### src/rtl/sifh_pkg.sv
// Shared definitions for the SiFH dToF acquisition front end: default sizing,
// the no-hit code, the sequencer state encoding and the TOF code type.
package sifh_pkg;

  localparam int NP        = 10;
  localparam int PIXEL_NUM = 6;
  localparam int SHOT_NUM  = 16;
  localparam int WIN_CYC   = 64;
  localparam int DRAIN_CYC = 4;

  localparam logic [NP-1:0] NO_HIT = {NP{1'b1}};

  typedef logic [NP-1:0] tof_t;

  typedef enum logic [2:0] {
    IDLE   = 3'd0,
    ARMED  = 3'd1,
    WINDOW = 3'd2,
    DRAIN  = 3'd3,
    OUT    = 3'd4
  } state_e;

endpackage

### src/rtl/shot_window_capture.sv
// Per-pixel first-hit capture bank with NO_HIT clamping. bank/taken present the
// contents including this cycle's accepted hits, so a closing-cycle hit is visible.
module shot_window_capture #(
  parameter int NP        = sifh_pkg::NP,
  parameter int PIXEL_NUM = sifh_pkg::PIXEL_NUM
) (
  input  logic                    clk,
  input  logic                    res,
  input  logic                    open,
  input  logic                    close,
  input  logic                    clear,
  input  logic [PIXEL_NUM-1:0]    hit_vld,
  input  logic [PIXEL_NUM*NP-1:0] hit_tof,
  output logic [PIXEL_NUM*NP-1:0] bank,
  output logic [PIXEL_NUM-1:0]    taken
);

  localparam logic [NP-1:0] NO_HIT_L  = {NP{1'b1}};
  localparam logic [NP-1:0] MAX_HIT_L = {{(NP-1){1'b1}}, 1'b0};

  logic [PIXEL_NUM*NP-1:0] tof_q, tof_d;
  logic [PIXEL_NUM-1:0]    taken_q, taken_d;
  logic [NP-1:0]           code_s;

  always_comb begin
    bank    = tof_q;
    taken   = taken_q;
    code_s  = '0;
    for (int p = 0; p < PIXEL_NUM; p++) begin
      code_s = hit_tof[p*NP +: NP];
      if (code_s == NO_HIT_L) begin
        code_s = MAX_HIT_L;
      end else begin
        code_s = hit_tof[p*NP +: NP];
      end
      if (open && hit_vld[p] && !taken_q[p]) begin
        bank[p*NP +: NP] = code_s;
        taken[p]         = 1'b1;
      end else begin
        bank[p*NP +: NP] = tof_q[p*NP +: NP];
        taken[p]         = taken_q[p];
      end
    end
    // The bank empties once its contents have been handed to the issue side.
    if (clear || close) begin
      tof_d   = '0;
      taken_d = '0;
    end else begin
      tof_d   = bank;
      taken_d = taken;
    end
  end

  always_ff @(posedge clk) begin
    if (res) begin
      tof_q   <= '0;
      taken_q <= '0;
    end else begin
      tof_q   <= tof_d;
      taken_q <= taken_d;
    end
  end

endmodule

### src/rtl/hist_acq_sequencer.sv
// Acquisition sequencer: opens one TOF window per shot, streams captured codes to
// the histogram builder, then drains it, latches peaks and clears the histogram.
module hist_acq_sequencer #(
  parameter int NP        = sifh_pkg::NP,
  parameter int PIXEL_NUM = sifh_pkg::PIXEL_NUM,
  parameter int SHOT_NUM  = sifh_pkg::SHOT_NUM,
  parameter int WIN_CYC   = sifh_pkg::WIN_CYC,
  parameter int DRAIN_CYC = sifh_pkg::DRAIN_CYC
) (
  input  logic                    clk,
  input  logic                    res,
  input  logic                    start,
  input  logic                    shot_start,
  input  logic [PIXEL_NUM-1:0]    hit_vld,
  input  logic [PIXEL_NUM*NP-1:0] hit_tof,
  output logic                    hb_wrEn,
  output logic [NP-1:0]           hb_data,
  output logic                    hb_clr,
  input  logic [PIXEL_NUM*NP-1:0] peak_in,
  output logic [PIXEL_NUM*NP-1:0] peak_out,
  output logic                    frame_vld,
  output logic                    busy,
  output logic                    overrun
);

  import sifh_pkg::*;

  localparam int WW = $clog2(WIN_CYC + 1);
  localparam int SW = $clog2(SHOT_NUM + 1);
  localparam int DW = $clog2(DRAIN_CYC + 1);
  localparam int IW = $clog2(PIXEL_NUM + 1);

  localparam logic [WW-1:0] WIN_LAST   = WW'(WIN_CYC - 1);
  localparam logic [SW-1:0] SHOT_LAST  = SW'(SHOT_NUM - 1);
  localparam logic [DW-1:0] DRAIN_LAST = DW'(DRAIN_CYC - 1);
  localparam logic [IW-1:0] IDX_LAST   = IW'(PIXEL_NUM - 1);
  localparam logic [NP-1:0] NO_HIT_L   = {NP{1'b1}};
  localparam logic          MULTI_PIX  = (PIXEL_NUM > 1) ? 1'b1 : 1'b0;

  state_e                  state_q, state_d;
  logic [WW-1:0]           win_cnt_q, win_cnt_d;
  logic [SW-1:0]           shot_cnt_q, shot_cnt_d;
  logic [DW-1:0]           drain_cnt_q, drain_cnt_d;
  logic                    overrun_q, overrun_d;
  logic                    frame_vld_q, frame_vld_d;
  logic                    hb_clr_q, hb_clr_d;
  logic                    busy_q, busy_d;
  logic [PIXEL_NUM*NP-1:0] peak_out_q, peak_out_d;

  logic [PIXEL_NUM*NP-1:0] issue_bank_q, issue_bank_d;
  logic [IW-1:0]           issue_idx_q, issue_idx_d;
  logic                    issue_act_q, issue_act_d;
  logic                    hb_wr_en_q, hb_wr_en_d;
  logic [NP-1:0]           hb_data_q, hb_data_d;

  logic                    win_close_s;
  logic [PIXEL_NUM*NP-1:0] cap_bank_s;
  logic [PIXEL_NUM-1:0]    cap_taken_s;
  logic [PIXEL_NUM*NP-1:0] copy_s;

  shot_window_capture #(
    .NP        (NP),
    .PIXEL_NUM (PIXEL_NUM)
  ) u_capture (
    .clk     (clk),
    .res     (res),
    .open    (state_q == WINDOW),
    .close   (win_close_s),
    .clear   (state_q == IDLE),
    .hit_vld (hit_vld),
    .hit_tof (hit_tof),
    .bank    (cap_bank_s),
    .taken   (cap_taken_s)
  );

  // Sequencer next-state, counters and registered frame outputs.
  always_comb begin
    state_d     = state_q;
    win_cnt_d   = win_cnt_q;
    shot_cnt_d  = shot_cnt_q;
    drain_cnt_d = drain_cnt_q;
    overrun_d   = overrun_q;
    peak_out_d  = peak_out_q;
    frame_vld_d = 1'b0;
    hb_clr_d    = 1'b0;
    win_close_s = 1'b0;
    case (state_q)
      IDLE: begin
        if (start) begin
          state_d    = ARMED;
          shot_cnt_d = '0;
          overrun_d  = 1'b0;
        end else begin
          state_d = IDLE;
        end
      end
      ARMED: begin
        if (shot_start) begin
          state_d   = WINDOW;
          win_cnt_d = '0;
        end else begin
          state_d = ARMED;
        end
      end
      WINDOW: begin
        if (shot_start) begin
          overrun_d = 1'b1;
        end else begin
          overrun_d = overrun_q;
        end
        if (win_cnt_q == WIN_LAST) begin
          win_close_s = 1'b1;
          shot_cnt_d  = shot_cnt_q + SW'(1);
          if (shot_cnt_q == SHOT_LAST) begin
            state_d     = DRAIN;
            drain_cnt_d = '0;
          end else begin
            state_d = ARMED;
          end
        end else begin
          win_cnt_d = win_cnt_q + WW'(1);
        end
      end
      DRAIN: begin
        if (shot_start) begin
          overrun_d = 1'b1;
        end else begin
          overrun_d = overrun_q;
        end
        // The drain count only starts once the last issue word has gone out.
        if (hb_wr_en_q) begin
          drain_cnt_d = '0;
        end else if (drain_cnt_q == DRAIN_LAST) begin
          state_d     = OUT;
          frame_vld_d = 1'b1;
          hb_clr_d    = 1'b1;
          peak_out_d  = peak_in;
        end else begin
          drain_cnt_d = drain_cnt_q + DW'(1);
        end
      end
      OUT: begin
        if (shot_start) begin
          overrun_d = 1'b1;
        end else begin
          overrun_d = overrun_q;
        end
        state_d = IDLE;
      end
      default: begin
        state_d = IDLE;
      end
    endcase
    busy_d = (state_d != IDLE);
  end

  // Snapshot of the closing window with NO_HIT filled into untaken pixels.
  always_comb begin
    copy_s = '0;
    for (int p = 0; p < PIXEL_NUM; p++) begin
      if (cap_taken_s[p]) begin
        copy_s[p*NP +: NP] = cap_bank_s[p*NP +: NP];
      end else begin
        copy_s[p*NP +: NP] = NO_HIT_L;
      end
    end
  end

  // Issue engine: pixel 0 leaves on the close edge, the rest follow back-to-back.
  always_comb begin
    issue_bank_d = issue_bank_q;
    issue_idx_d  = issue_idx_q;
    issue_act_d  = issue_act_q;
    hb_wr_en_d   = 1'b0;
    hb_data_d    = '0;
    if (win_close_s) begin
      issue_bank_d = copy_s;
      hb_wr_en_d   = 1'b1;
      hb_data_d    = copy_s[NP-1:0];
      issue_idx_d  = IW'(1);
      issue_act_d  = MULTI_PIX;
    end else if (issue_act_q) begin
      hb_wr_en_d = 1'b1;
      hb_data_d  = issue_bank_q[int'(issue_idx_q)*NP +: NP];
      if (issue_idx_q == IDX_LAST) begin
        issue_act_d = 1'b0;
        issue_idx_d = '0;
      end else begin
        issue_idx_d = issue_idx_q + IW'(1);
      end
    end else begin
      issue_act_d = 1'b0;
    end
  end

  // Single state/output register bank.
  always_ff @(posedge clk) begin
    if (res) begin
      state_q      <= IDLE;
      win_cnt_q    <= '0;
      shot_cnt_q   <= '0;
      drain_cnt_q  <= '0;
      overrun_q    <= 1'b0;
      frame_vld_q  <= 1'b0;
      hb_clr_q     <= 1'b0;
      busy_q       <= 1'b0;
      peak_out_q   <= '0;
      issue_bank_q <= '0;
      issue_idx_q  <= '0;
      issue_act_q  <= 1'b0;
      hb_wr_en_q   <= 1'b0;
      hb_data_q    <= '0;
    end else begin
      state_q      <= state_d;
      win_cnt_q    <= win_cnt_d;
      shot_cnt_q   <= shot_cnt_d;
      drain_cnt_q  <= drain_cnt_d;
      overrun_q    <= overrun_d;
      frame_vld_q  <= frame_vld_d;
      hb_clr_q     <= hb_clr_d;
      busy_q       <= busy_d;
      peak_out_q   <= peak_out_d;
      issue_bank_q <= issue_bank_d;
      issue_idx_q  <= issue_idx_d;
      issue_act_q  <= issue_act_d;
      hb_wr_en_q   <= hb_wr_en_d;
      hb_data_q    <= hb_data_d;
    end
  end

  assign hb_wrEn   = hb_wr_en_q;
  assign hb_data   = hb_data_q;
  assign hb_clr    = hb_clr_q;
  assign peak_out  = peak_out_q;
  assign frame_vld = frame_vld_q;
  assign busy      = busy_q;
  assign overrun   = overrun_q;

endmodule

### config.mk
export PLATFORM = sky130hd
export DESIGN_NAME = hist_acq_sequencer
export DESIGN_NICKNAME = d
export VERILOG_FILES = /design/src/rtl/sifh_pkg.sv /design/src/rtl/shot_window_capture.sv /design/src/rtl/hist_acq_sequencer.sv
export SDC_FILE = /design/constraint.sdc
export NUM_CORES = 1
export LEC_CHECK = 0
export BUFFER_PORTS_ARGS = -buffer_cell sky130_fd_sc_hd__buf_2
export CAP_MARGIN = 10
export CORE_UTILIZATION = 45
export CTS_CLUSTER_DIAMETER = 60
export DETAILED_ROUTE_END_ITERATION = 6
export PLACE_DENSITY_LB_ADDON = 0.15
export SKIP_LAST_GASP = 1
export SYNTH_ARGS = -nofsm -noshare
export SYNTH_HDL_FRONTEND = slang
export SYNTH_SLANG_ARGS = --single-unit
### constraint.sdc
create_clock -name clk -period 2.1 [get_ports clk]
set_clock_uncertainty 0.05 [all_clocks]
set_input_delay 0.21 -clock clk [delete_from_list [all_inputs] [get_ports clk]]
set_output_delay 0.21 -clock clk [all_outputs]
set_load 0.05 [all_outputs]
* Yosys cells after proc, flatten, opt, wreduce, memory -nomap -nowiden *
Index checks and enable logic that the tools add are counted.

operators by class
  add/subtract/negate cells = 4
  multiply operators = 1
  equality and inequality tests = 21
  shifts and indexed selects = 1
  mux-type cells = 58
  bitwise logic cells = 2
  reductions and logical operators = 35

operators with widths
  kind                  count
  $mux 10               20
  $eq 10x10->1 const B  6
  $shiftx 60x8->10      1
  $mux 3                8
  $mux 1                19
  $mux 7                2
  $pmux 7 s2            1
  $logic_and 1x1->1     12
  $pmux 3 s4            1
  $reduce_and 3->1      4
  $mux 5                2
  $ne 2x2->1 const B    5
  $pmux 5 s2            1
  $reduce_bool 2->1     5
  $eq 3x2->1 const B    3
  $add 7x1->7 const B   1
  $eq 7x6->1 const B    1
  $add 3x1->3 const B   2
  $eq 3x3->1 const B    2
  $logic_not 1->1       6
  $mul 3x3->6 const B   1
  $pmux 3 s2            1
  $reduce_or 3->1       2
  $add 5x1->5 const B   1
  12 further kinds      15

word-level totals
  register bits = 222
  input port bits = 130
  output and inout port bits = 75
  logic and storage cells = 138

* Depth between registers and ports, before layout *
  word-level depth = 6
  mapped depth = 7
  depth with buffers taken out = 7

* Hierarchy *
From an unflattened synthesis, not the netlist that was laid out.

unflattened totals
  cells, all modules = 1,016
  area, all modules = 9,472.8 µm²

modules (own cells, without submodules)
  module               times used  cells an instance  area an instance (µm²)  seq. area each (µm²)
  hist_acq_sequencer   1           761                6,402.4                 3,123.0
  shot_window_capture  1           255                3,070.4                 1,321.3

* Worst setup path after synthesis *
OpenSTA, ideal clock, no wires.

  kind = register to register
  start = register win_cnt_q[0]
  end = register u_capture.taken_q[3]
  arrival = 1.712 ns
  required time = 1.922 ns
  slack = 0.210 ns
  stages on the path, launching flop included = 8
  buffers on the path = 2
  period minus slack after synthesis = 1.890 ns
  cells stage by stage = dfxtp_1 > ha_1 > nand3b_2 > o21ai_0 > a21o_1 > buf_2 > buf_1 > nor2_1

on the way
  word-level cells in the longest chain between the ends = 5

ends and longest elaborated chain
  what                              RTL line                   RTL
  from (decl)                       hist_acq_sequencer.sv:41   logic [WW-1:0] win_cnt_q, win_cnt_d;
  from (signal assigned)            hist_acq_sequencer.sv:215  win_cnt_q <= win_cnt_d;
  $eq 7x6->1                        hist_acq_sequencer.sv:111  if (win_cnt_q == WIN_LAST) begin
  $mux 1                            hist_acq_sequencer.sv:111
  $mux 1                            hist_acq_sequencer.sv:87   case (state_q)
  $logic_or 1x1->1                  shot_window_capture.sv:45  if (clear || close) begin
  $reduce_or 2->1 (no source line)  n/a
  to (signal assigned)              shot_window_capture.sv:60  taken_q <= taken_d;
  to (decl)                         shot_window_capture.sv:22  logic [PIXEL_NUM-1:0] taken_q, taken_d;

Every way passes these cells.
A chain may end at the register's enable or synchronous reset.

* Worst setup path in the final report *
  start = register state_q[0]
  end = register hb_data_q[5], in the netlist hb_data[5]

on the way
  word-level cells in the longest chain between the ends = 6
  elaborated cells on any way between the ends = 8

ends and longest elaborated chain
  what                               RTL line                                            RTL
  from (decl)                        hist_acq_sequencer.sv:40                            state_e state_q, state_d;
  from (signal assigned)             hist_acq_sequencer.sv:214                           state_q <= state_d;
  $eq 3x2->1 *                       hist_acq_sequencer.sv:67, hist_acq_sequencer.sv:87
  $logic_and 1x1->1 (2 in a row)     shot_window_capture.sv:36                           if (open && hit_vld[p] && !taken_q[p]) begin
  $mux 10 or $mux 1 (tied branches)  shot_window_capture.sv:36
  $mux 10                            hist_acq_sequencer.sv:161                           if (cap_taken_s[p]) begin
  $mux 10 *                          hist_acq_sequencer.sv:176                           if (win_close_s) begin
  to (signal assigned)               hist_acq_sequencer.sv:227                           hb_data_q <= hb_data_d;
  to (decl)                          hist_acq_sequencer.sv:54                            logic [NP-1:0] hb_data_q, hb_data_d;

Mark *: on every way between the ends. The rest lies on a longest branch, timed or not.

==> metrics <==
Clock Tree Buf Depth 3; dominant cell type by area after synthesis dfxtp_1; largest net degree at the start of global routing 80; Cell Pwr Density 733 nW/um^2; CP endpoint kind flip-flop; P_int roughly 7 mW; register area share after synthesis between 40% and 50%; synth cell count leaders 222 x dfxtp_1, 141 x nand2_1, 136 x nor2_1; # port buffers approximately 200; peak supply drop 0.588 mV; yosys warns 0; total gr overflow 0; max_cap viols 0; worst min-delay path category primary input to flip-flop; fin cells between 1500 and 2000; WL final 25000 um; reg-to-reg critical path endpoint hb_data[5]; crit path DAT about 2.4 ns; dpl ws -0.0203 ns; total track usage about a quarter; startpoint types flip-flop; Fmax achieved around 500 MHz; Reg power frac between 40% and 50%; Leak Pwr 4.79 nW; TritonCTS clock tree built; Unique masters post-synth 53; cell total after placement approximately 1400; Slowest-stage cell, CP or3b_1; fin crit share between 90% and 100%; max incr delay on CP between 0.4 and 0.5 ns; Final setup viols 0; layout overhead on the synthesized area 40.1%; dpl cell area 10500 um^2; Die X-Extent roughly 140 um; RSZ-0062 raised after global routing true; Fill cells between 1500 and 2000; First DRT Iteration DRCs between 400 and 500; WL/cell between 15 and 20 um; Post-Syn Area roughly 8900 um^2; core area approximately 19000 um^2; vias per cell a little over 5; first-pass GRT wire length 39100 um; WHS Endpoint issue_bank_q[40]; Worst R2R Path Depth 7; row count 51; final instance area roughly 12000 um^2; Final Hold Viols 0; Root Buffer clkbuf_16; clock share of power a little under half; Initial Util a little under half; CTS Buf Count 25; final worst slack approximately 0.11 ns; most frequent cell after synthesis dfxtp_1; TritonRoute pass-1 iters 5; clock-pin slew of the registers on the worst-case setup and hold paths approximately 0.060 ns; Tightest Pin Transition just over 0.6 ns; multi-input logic area approximately 4100 um^2; full die area 20400 um^2; Worst EP required roughly 2.5 ns; reg2reg start state_q[0]; smallest hold slack ~0.013 ns; worst hold path cell count 3; Final nets around 1400; Die Y 143 um; Syn Nets between 1000 and 1500; Synth area leaders dfxtp_1 50%, mux2i_1 7.4%, nand2_1 5.9%; critical-path cell list or3b_1 -> buf_12 -> nor3_4 -> buf_4 -> buf_6 -> o221ai_1 -> o22ai_1; top cell type's share of synthesized area between 40 and 50%; setup slack, reg-to-reg 0.11 ns; Period minus WS final between 1.5 and 2 ns; FFs w/ async S/R, synth 0%; synthesized area per cell just over 9 um^2; status finished clean; Final Max Slew Viols 0; vias in the first global route ~7600; Post-synth EDFFs 0; detailed-route DRC error count 0; io pins between 200 and 250; sw frac 22.3%; Post-DP HPWL 16400 um; CP Class flip-flop to flip-flop; Clock Latency Late Sink roughly 0.5 ns; hold path startpoint hit_tof[40]; Antenna Nets Post-Route 0; gp weighted congestion between 0.8 and 0.9; antenna cells 0; top_reg_cell synth dfxtp_1; Synth Register Bits 222; slew margin rel. 58.4%; htree depth 1; Logic pwr share approximately 7.5%; Cells after Synth about 980; clock sinks roughly 220; Crit Path Max Fanout 16; Reg area between 4000 and 5000 um^2; layout cells sized above 1 24.8%; initial antenna violation count 0; switching pwr around 2.0 mW; Via Count slightly above 8000
[area by class of cell]
cell class	count	area share (%)
well taps	265	2.66
inverters	19	0.571
clock buffers	34	5.76
multi-input cells	668	32.7
flip-flops and latches	222	35.6
repair buffers	376	22.0
clock inverters	10	0.672
[power groups by stage]
stage                     logic (mW)  registers (mW)  clock network, mW
after detailed placement       0.513            4.33                  0
after CTS                      0.681            4.23               4.29
after global routing           0.743            4.23               4.47
after floorplan                0.243            4.34                  0
after global placement         0.512            4.33                  0
final                          0.688            4.24               4.22
[through the flow]
step                      total power, mW  setup TNS (ns)  utilization, %
after floorplan                      4.58               0               -
after global placement               4.84        -0.00813            53.8
after detailed placement             4.84         -0.0203            53.8
after CTS                            9.21        -0.00478            63.9
after global routing                 9.45         -0.0168            64.1
final                                9.14               0            64.1
[registers in the layout, summed over array words and instances (netlist names), 3 cells and up]
name,flops
shot_cnt_q,5
u_capture.taken_q,6
issue_idx_q,3
hb_data,10
win_cnt_q,7
state_q,3
peak_out,60
issue_bank_q,60
u_capture.tof_q,60
drain_cnt_q,3
[metal layers]
metal  wire length (um)  vias to the layer above  track usage, %
met1              11000                     3759            31.0
met2              12000                      219            41.5
met4                862                        0            9.56
met5                  0                        -               0
met3               1100                       49            3.05
li1                   -                     4079               -
[kinds of logic after synthesis]
kind of cell / share of synthesized area, %
AO/OA/AOI/OAI: 14.4
multiplexers: 9.69
adder cells (fa/ha/maj): 0.702
flip-flops: 49.9
XOR/XNOR: 0.197
AND/OR/NAND/NOR: 20.3
buffers and inverters: 4.76
[critical path, delay by kind of cell, from the launching register on]
kind | cells | cell delay [ns]
buf+inv | 3 | 0.50
flops | 1 | 0.33
compound gates | 2 | 0.42
simple gates | 2 | 0.60
[worst max-delay path by stage]
stage,start,endpoint,slack (ns),cells past startpoint
global route,state_q[0],hb_data[5],-0.008,7
floorplan,win_cnt_q[0],u_capture.taken_q[3],0.21,7
CTS,state_q[0],hb_data[5],-0.005,6
finish,state_q[0],hb_data[5],0.11,7
global placement,state_q[0],hb_data[5],-0.008,6
detailed placement,state_q[0],hb_data[5],-0.02,6
[placed cells by master, fill, tap and decap left out, drive strengths merged, types with 9 or more instances in the layout]
cell type and n:
a211oi 48, a21oi 93, and2 9, buf 261, clkbuf 34, dfxtp 222
dlygate4sd3 115, inv 19, mux2i 66, mux4 9, nand2 141, nand2b 13
nand3 32, nor2 136, nor3 9, o21ai 16
[what timing repair did]
item	CTS	global route
hold buffers	115	0
pin swaps	0	1
buffers inserted	0	3
setup endpoints to repair	4	58
endpoints found under the hold margin	115	0
resized for setup	3	6
gates cloned	0	0
Note: power is estimated with default switching activity, not from simulation.
